<file path="src/rtl/williams2_gun_pkg.sv">
// Shared types and helpers for the Williams-2 light-gun ADC emulation.
// - gun_adc_state_t : converter sequencing states
// - GUN_W / ADC_W   : gun position width and conversion result width
// - scale_gun()     : maps a 6-bit gun position onto the 8-bit ADC range
package williams2_gun_pkg;

  localparam int unsigned GUN_W = 6;
  localparam int unsigned ADC_W = 8;

  typedef enum logic [1:0] {
    StIdle,
    StSample,
    StConvert,
    StDone
  } gun_adc_state_t;

  // Replicating the top two bits spreads 0..63 evenly over 0x00..0xFF.
  function automatic logic [ADC_W-1:0] scale_gun(input logic [GUN_W-1:0] pos);
    return {pos, pos[GUN_W-1:GUN_W-2]};
  endfunction

endpackage

</file>
<file path="src/rtl/williams2_gun_adc_if.sv">
// CPU/PIA side bundle for the gun ADC.
// - gun_h, gun_v : gun positions (0..63)
// - adc_sel      : channel select sampled at start (0 = gun_h, 1 = gun_v)
// - adc_start    : one-clock start strobe
// - adc_busy     : conversion in progress
// - adc_eoc      : one-clock end-of-conversion pulse
// - adc_data     : last completed result
// master = PIA/CPU side, slave = converter.
interface williams2_gun_adc_if;

  logic [williams2_gun_pkg::GUN_W-1:0] gun_h;
  logic [williams2_gun_pkg::GUN_W-1:0] gun_v;
  logic                                adc_sel;
  logic                                adc_start;
  logic                                adc_busy;
  logic                                adc_eoc;
  logic [williams2_gun_pkg::ADC_W-1:0] adc_data;

  modport master (
    output gun_h, gun_v, adc_sel, adc_start,
    input  adc_busy, adc_eoc, adc_data
  );

  modport slave (
    input  gun_h, gun_v, adc_sel, adc_start,
    output adc_busy, adc_eoc, adc_data
  );

endinterface

</file>
<file path="src/rtl/williams2_sar_step.sv">
// One successive-approximation decision against an ideal comparator.
// - trial      : current trial word (bit bit_idx is the bit under test)
// - bit_idx    : bit being decided
// - target     : scaled analogue value being converted
// - trial_next : trial with bit_idx kept/cleared and the next lower bit set
module williams2_sar_step
  import williams2_gun_pkg::*;
(
  input  logic [ADC_W-1:0] trial,
  input  logic [2:0]       bit_idx,
  input  logic [ADC_W-1:0] target,
  output logic [ADC_W-1:0] trial_next
);

  always_comb begin
    trial_next = trial;
    if (trial > target) begin
      trial_next[bit_idx] = 1'b0;
    end
    if (bit_idx != 3'd0) begin
      trial_next[bit_idx - 3'd1] = 1'b1;
    end
  end

endmodule

</file>
<file path="src/rtl/williams2_gun_adc.sv">
// Emulated light-gun SAR ADC read through the PIA.
// - clock_12 : 12 MHz system clock, rising edge
// - reset    : synchronous, active-high; aborts any conversion without an EOC
// - bus      : williams2_gun_adc_if.slave (positions, select, start, busy, eoc, data)
// A start in IDLE latches the selected position, holds for SAMPLE_CYCLES, then
// decides BITS bits at STEP_CYCLES clocks each. adc_data only changes when the
// full result is ready, together with the one-clock adc_eoc pulse.
module williams2_gun_adc
  import williams2_gun_pkg::*;
#(
  parameter int unsigned BITS          = 8,
  parameter int unsigned SAMPLE_CYCLES = 4,
  parameter int unsigned STEP_CYCLES   = 12
) (
  input logic              clock_12,
  input logic              reset,
  williams2_gun_adc_if.slave bus
);

  if (BITS != ADC_W) begin : g_bits_check
    $error("williams2_gun_adc: BITS must equal ADC_W");
  end
  if (SAMPLE_CYCLES < 1 || STEP_CYCLES < 1) begin : g_cycles_check
    $error("williams2_gun_adc: SAMPLE_CYCLES and STEP_CYCLES must be >= 1");
  end

  localparam int unsigned CntMax = (SAMPLE_CYCLES > STEP_CYCLES) ? SAMPLE_CYCLES : STEP_CYCLES;
  localparam int unsigned CntW   = (CntMax > 1) ? $clog2(CntMax) : 1;
  localparam logic [CntW-1:0]  SampleLoad = CntW'(SAMPLE_CYCLES - 1);
  localparam logic [CntW-1:0]  StepLoad   = CntW'(STEP_CYCLES - 1);
  localparam logic [ADC_W-1:0] TrialInit  = {1'b1, {(ADC_W-1){1'b0}}};

  gun_adc_state_t   state_q, state_d;
  logic [CntW-1:0]  cnt_q, cnt_d;
  logic [2:0]       bit_idx_q, bit_idx_d;
  logic [ADC_W-1:0] trial_q, trial_d;
  logic [GUN_W-1:0] hold_q, hold_d;
  logic [ADC_W-1:0] data_q, data_d;
  logic [ADC_W-1:0] target;
  logic [ADC_W-1:0] trial_next;

  assign target = scale_gun(hold_q);

  williams2_sar_step u_sar_step (
    .trial      (trial_q),
    .bit_idx    (bit_idx_q),
    .target     (target),
    .trial_next (trial_next)
  );

  always_ff @(posedge clock_12) begin
    if (reset) begin
      state_q   <= StIdle;
      cnt_q     <= '0;
      bit_idx_q <= '0;
      trial_q   <= '0;
      hold_q    <= '0;
      data_q    <= '0;
    end else begin
      state_q   <= state_d;
      cnt_q     <= cnt_d;
      bit_idx_q <= bit_idx_d;
      trial_q   <= trial_d;
      hold_q    <= hold_d;
      data_q    <= data_d;
    end
  end

  always_comb begin
    state_d   = state_q;
    cnt_d     = cnt_q;
    bit_idx_d = bit_idx_q;
    trial_d   = trial_q;
    hold_d    = hold_q;
    data_d    = data_q;
    case (state_q)
      StIdle: begin
        if (bus.adc_start) begin
          hold_d  = bus.adc_sel ? bus.gun_v : bus.gun_h;
          cnt_d   = SampleLoad;
          state_d = StSample;
        end
      end
      StSample: begin
        if (cnt_q == '0) begin
          bit_idx_d = 3'(BITS - 1);
          trial_d   = TrialInit;
          cnt_d     = StepLoad;
          state_d   = StConvert;
        end else begin
          cnt_d = cnt_q - 1'b1;
        end
      end
      StConvert: begin
        if (cnt_q == '0) begin
          trial_d = trial_next;
          cnt_d   = StepLoad;
          if (bit_idx_q == 3'd0) begin
            // Publish the result on entry to DONE so data and EOC appear together.
            data_d  = trial_next;
            state_d = StDone;
          end else begin
            bit_idx_d = bit_idx_q - 3'd1;
          end
        end else begin
          cnt_d = cnt_q - 1'b1;
        end
      end
      StDone: begin
        state_d = StIdle;
      end
      default: begin
        state_d = StIdle;
      end
    endcase
  end

  assign bus.adc_busy = (state_q == StSample) || (state_q == StConvert);
  assign bus.adc_eoc  = (state_q == StDone);
  assign bus.adc_data = data_q;

endmodule

</file>
<file path="src/flat_wrapper.sv">
// flat-port wrapper written by rule: the top's interface ports become plain ports
module williams2_gun_adc_flat import williams2_gun_pkg::*;
#(
  parameter int unsigned BITS          = 8,
  parameter int unsigned SAMPLE_CYCLES = 4,
  parameter int unsigned STEP_CYCLES   = 12
)
  (clock_12, reset, bus_gun_h, bus_gun_v, bus_adc_sel, bus_adc_start, bus_adc_busy, bus_adc_eoc, bus_adc_data);
  williams2_gun_adc_if bus_i ();
  input logic clock_12;
  input logic reset;
  input wire logic [$bits(bus_i.gun_h)-1:0] bus_gun_h;
  input wire logic [$bits(bus_i.gun_v)-1:0] bus_gun_v;
  input wire logic [$bits(bus_i.adc_sel)-1:0] bus_adc_sel;
  input wire logic [$bits(bus_i.adc_start)-1:0] bus_adc_start;
  output wire logic [$bits(bus_i.adc_busy)-1:0] bus_adc_busy;
  output wire logic [$bits(bus_i.adc_eoc)-1:0] bus_adc_eoc;
  output wire logic [$bits(bus_i.adc_data)-1:0] bus_adc_data;
  assign bus_i.gun_h = bus_gun_h;
  assign bus_i.gun_v = bus_gun_v;
  assign bus_i.adc_sel = bus_adc_sel;
  assign bus_i.adc_start = bus_adc_start;
  assign bus_adc_busy = bus_i.adc_busy;
  assign bus_adc_eoc = bus_i.adc_eoc;
  assign bus_adc_data = bus_i.adc_data;
  williams2_gun_adc #(.BITS(BITS), .SAMPLE_CYCLES(SAMPLE_CYCLES), .STEP_CYCLES(STEP_CYCLES)) u_core (.clock_12(clock_12), .reset(reset), .bus(bus_i));
endmodule
</file>
<file path="config.mk">
export PLATFORM = sky130hd
export DESIGN_NAME = williams2_gun_adc_flat
export DESIGN_NICKNAME = d
export VERILOG_FILES = /design/src/rtl/williams2_gun_pkg.sv /design/src/rtl/williams2_gun_adc_if.sv /design/src/rtl/williams2_sar_step.sv /design/src/rtl/williams2_gun_adc.sv /design/src/flat_wrapper.sv
export SDC_FILE = /design/constraint.sdc
export NUM_CORES = 1
export LEC_CHECK = 0
export BUFFER_PORTS_ARGS = -buffer_cell sky130_fd_sc_hd__buf_2
export CORE_ASPECT_RATIO = 1.5
export CORE_UTILIZATION = 35
export CTS_CLUSTER_DIAMETER = 120
export DETAILED_ROUTE_END_ITERATION = 16
export SYNTH_ARGS = -nofsm -noshare
export SYNTH_HDL_FRONTEND = slang
export SYNTH_SLANG_ARGS = --single-unit
</file>
<file path="constraint.sdc">
create_clock -name clock_12 -period 3.5 [get_ports clock_12]
set_input_delay 0.175 -clock clock_12 [delete_from_list [all_inputs] [get_ports clock_12]]
set_output_delay 0.175 -clock clock_12 [all_outputs]
set_load 0.01 [all_outputs]
</file>
==> flow_metrics.env <==
export IMPL_status="completed"
export IMPL_clkLatencyLatePin_ns=0.28
export IMPL_synth_area_um2=1950
export IMPL_p_leak_nw=0.891
export IMPL_arrival_ns=2.33
export IMPL_max_stage_delay_ns=0.56
export IMPL_finalPower_mw=1.81
export IMPL_grt_pass1_wl_mm=7.62
export IMPL_ant_nets=0
export IMPL_slowest_stage="dfxtp_1"
export IMPL_drt_wl_total_mm=4.55
export IMPL_clock_fmax_mhz=472
export IMPL_num_antenna_cells=0
export IMPL_globalplace_congestion=0.863
export IMPL_hold_path_class="input port to register"
export IMPL_via_per_inst=5.35
export IMPL_dieArea_um2=5880
export IMPL_synthCells=232
export IMPL_worst_slew_pin_transition_ns=0.668
export IMPL_place_inst=311
export IMPL_hold_buffers=0
export IMPL_dieHeight_um=93.4
export IMPL_instances_no_fill=319
export IMPL_syn_nets=264
export IMPL_fin_skew_ns=0.00511
export IMPL_place_ws_ns=1.45
export IMPL_drv_cap=0
export IMPL_htreeDepth=2
export IMPL_synthArstFlopShare=0
export IMPL_synth_edf_count=0
export IMPL_synth_ff_type="dfxtp_1"
export IMPL_finalMaxSlewViolations=0
export IMPL_tns_ns=0
export IMPL_vias=1708
export IMPL_setup_slack_ns=1.38
export IMPL_path_cells="inv_1, ha_1, nor3_1, a21o_1, a31oi_1, a311o_1, a21oi_1"
export IMPL_route_detailed_drc=0
export IMPL_antenna_found_initial=0
export IMPL_rows=32
export IMPL_cts_path_max_buffers=2
export IMPL_grt_max_degree=37
export IMPL_path_buf_inv=1
export IMPL_critPathKind="register to register"
export IMPL_fin_crit_sh=0.605
export IMPL_dr_pass1_iters=4
export IMPL_clock_sinks=31
export IMPL_cts_tree="yes"
export IMPL_end_kind="register"
export IMPL_drt_iter0_drc=44
export IMPL_setup_viol=0
export IMPL_cts_buffers=5
export IMPL_layout_commonest_cell="dfxtp_1"
export IMPL_nets=282
export IMPL_p_per_area_nw_per_um2=830
export IMPL_area_delta_synth_final_pct=12.1
export IMPL_io_pins=26
export IMPL_dpl_hpwl_mm=3.37
export IMPL_cts_resized=0
export IMPL_ys_ff_latch=31
export IMPL_cts_setup_buffers=0
export IMPL_start_kind="register"
export IMPL_mostFrequentLayoutCells="dfxtp_1, nor2_1, buf_2"
export IMPL_track_usage=0.168
export IMPL_synth_warnings=0
export IMPL_final_min_clock_period_ns=2.12
export IMPL_grt_pass1_vias=1614
export IMPL_drive_gt1_frac=0.183
export IMPL_cts_root_buf="clkbuf_8"
export IMPL_hold_violations=0
export IMPL_path_max_fanout=11
export IMPL_die_x_um=62.9
export IMPL_start_util=0.372
export IMPL_yosysUniqueCellTypes=51
export IMPL_syn_avg_cell_area_um2=8.40
export IMPL_fillers=558
export IMPL_cp_top_family="compound AO/OA/AOI/OAI gates"
export IMPL_io_buffers=25
export IMPL_irDropWorstVdd_mv=0.402
export IMPL_core_um2=5250
export IMPL_worst_ep_required_time_ns=3.71
export IMPL_slew_headroom=0.554
export IMPL_grt_setup_unrepaired="no"
export IMPL_wl_per_cell_um=14.3
export IMPL_grt_overflow_total=0
export IMPL_ys_seq_area_frac=0.318
export IMPL_clk_pin_slew_ns=0.07
## final cells by class
cell class / instances / area (um^2) / area share
inverter: 16 / 60.1 / 0.0275
clock buffer: 8 / 100 / 0.0458
timing repair buffer: 25 / 125 / 0.0573
multi-input combinational: 171 / 1190 / 0.546
tap: 68 / 85.1 / 0.0389
sequential: 31 / 621 / 0.284
## layer usage
layer  vias up  part of all wire  routed length (um)  GRT usage
li1        880                 -                   -          -
met1       784              0.42                1930      0.182
met2        31              0.51                2320      0.297
met3        13             0.034                 155     0.0366
met4         0             0.033                 148     0.0930
met5         -                 0                   0          0
## worst min-delay path, cell delays in order
cell	delay (ns)
buf_2	0.09
mux2i_1	0.11
a211oi_1	0.08
## stage by stage
stage	util	hold WS (ns)	area (um^2)
2_1_floorplan	-	0.409	1950
3_3_place_gp	0.397	0.468	2080
3_5_place_dp	0.397	0.467	2080
4_1_cts	0.417	0.228	2180
5_1_grt	0.417	0.256	2180
6_report	0.417	0.226	2180
## power breakdown
part | total (mW) | leakage (nW) | internal (mW) | switching (mW)
combinational | 0.974 | 0.587 | 0.375 | 0.598
clock | 0.316 | 0.0515 | 0.179 | 0.137
sequential | 0.522 | 0.253 | 0.433 | 0.0895
total | 1.81 | 0.891 | 0.988 | 0.825
## cell usage after synthesis, types with 2 or more instances
library cell / number / area, um^2
dfxtp_1: 31 / 621
nor2_1: 30 / 113
ha_1: 16 / 200
inv_1: 16 / 60.1
a21oi_1: 15 / 75.1
o21ai_0: 13 / 65.1
nand2_1: 12 / 45.0
a211oi_1: 10 / 75.1
mux2i_1: 9 / 90.1
clkbuf_1: 7 / 26.3
a31oi_1: 6 / 37.5
nor3_1: 5 / 25.0
a311oi_1: 4 / 35.0
a21o_1: 3 / 22.5
buf_2: 3 / 15.0
nand2b_1: 3 / 18.8
nand3b_1: 3 / 22.5
nor2b_1: 3 / 18.8
o22ai_1: 3 / 18.8
a31o_2: 2 / 17.5
a32oi_1: 2 / 17.5
and2_1: 2 / 12.5
buf_1: 2 / 7.51
nand3_1: 2 / 10.0
nand3_2: 2 / 20.0
nand4_1: 2 / 12.5
o31ai_1: 2 / 15.0
## state kept, by name, indices dropped and copies added, names as in the netlist
name and cells:
u_core.hold_q 6, u_core.cnt_q 4, u_core.state_q 2, u_core.bit_idx_q 3, u_core.trial_q 8, u_core.bus.adc_data 8
## worst paths after layout
check | from | end | slack (ns) | cells after the start
worst max-delay path | u_core.bit_idx_q[0] | u_core.trial_q[1] | 1.38 | 7
worst min-delay path | bus_gun_h[0] | u_core.hold_q[0] | 0.23 | 3
worst min register to register | u_core.bus.adc_data[2] | u_core.bus.adc_data[2] | 0.49 | 2
worst max register to register | u_core.bit_idx_q[0] | u_core.trial_q[1] | 1.38 | 7
## logic make-up after synthesis
logic type	share of synthesized area
flip-flops	0.318
AO/OA/AOI/OAI	0.277
multiplexers	0.0520
AND/OR/NAND/NOR	0.181
buffers and inverters	0.0693
adder cells (fa/ha/maj)	0.103
Note: power is estimated with default switching activity, not from simulation.
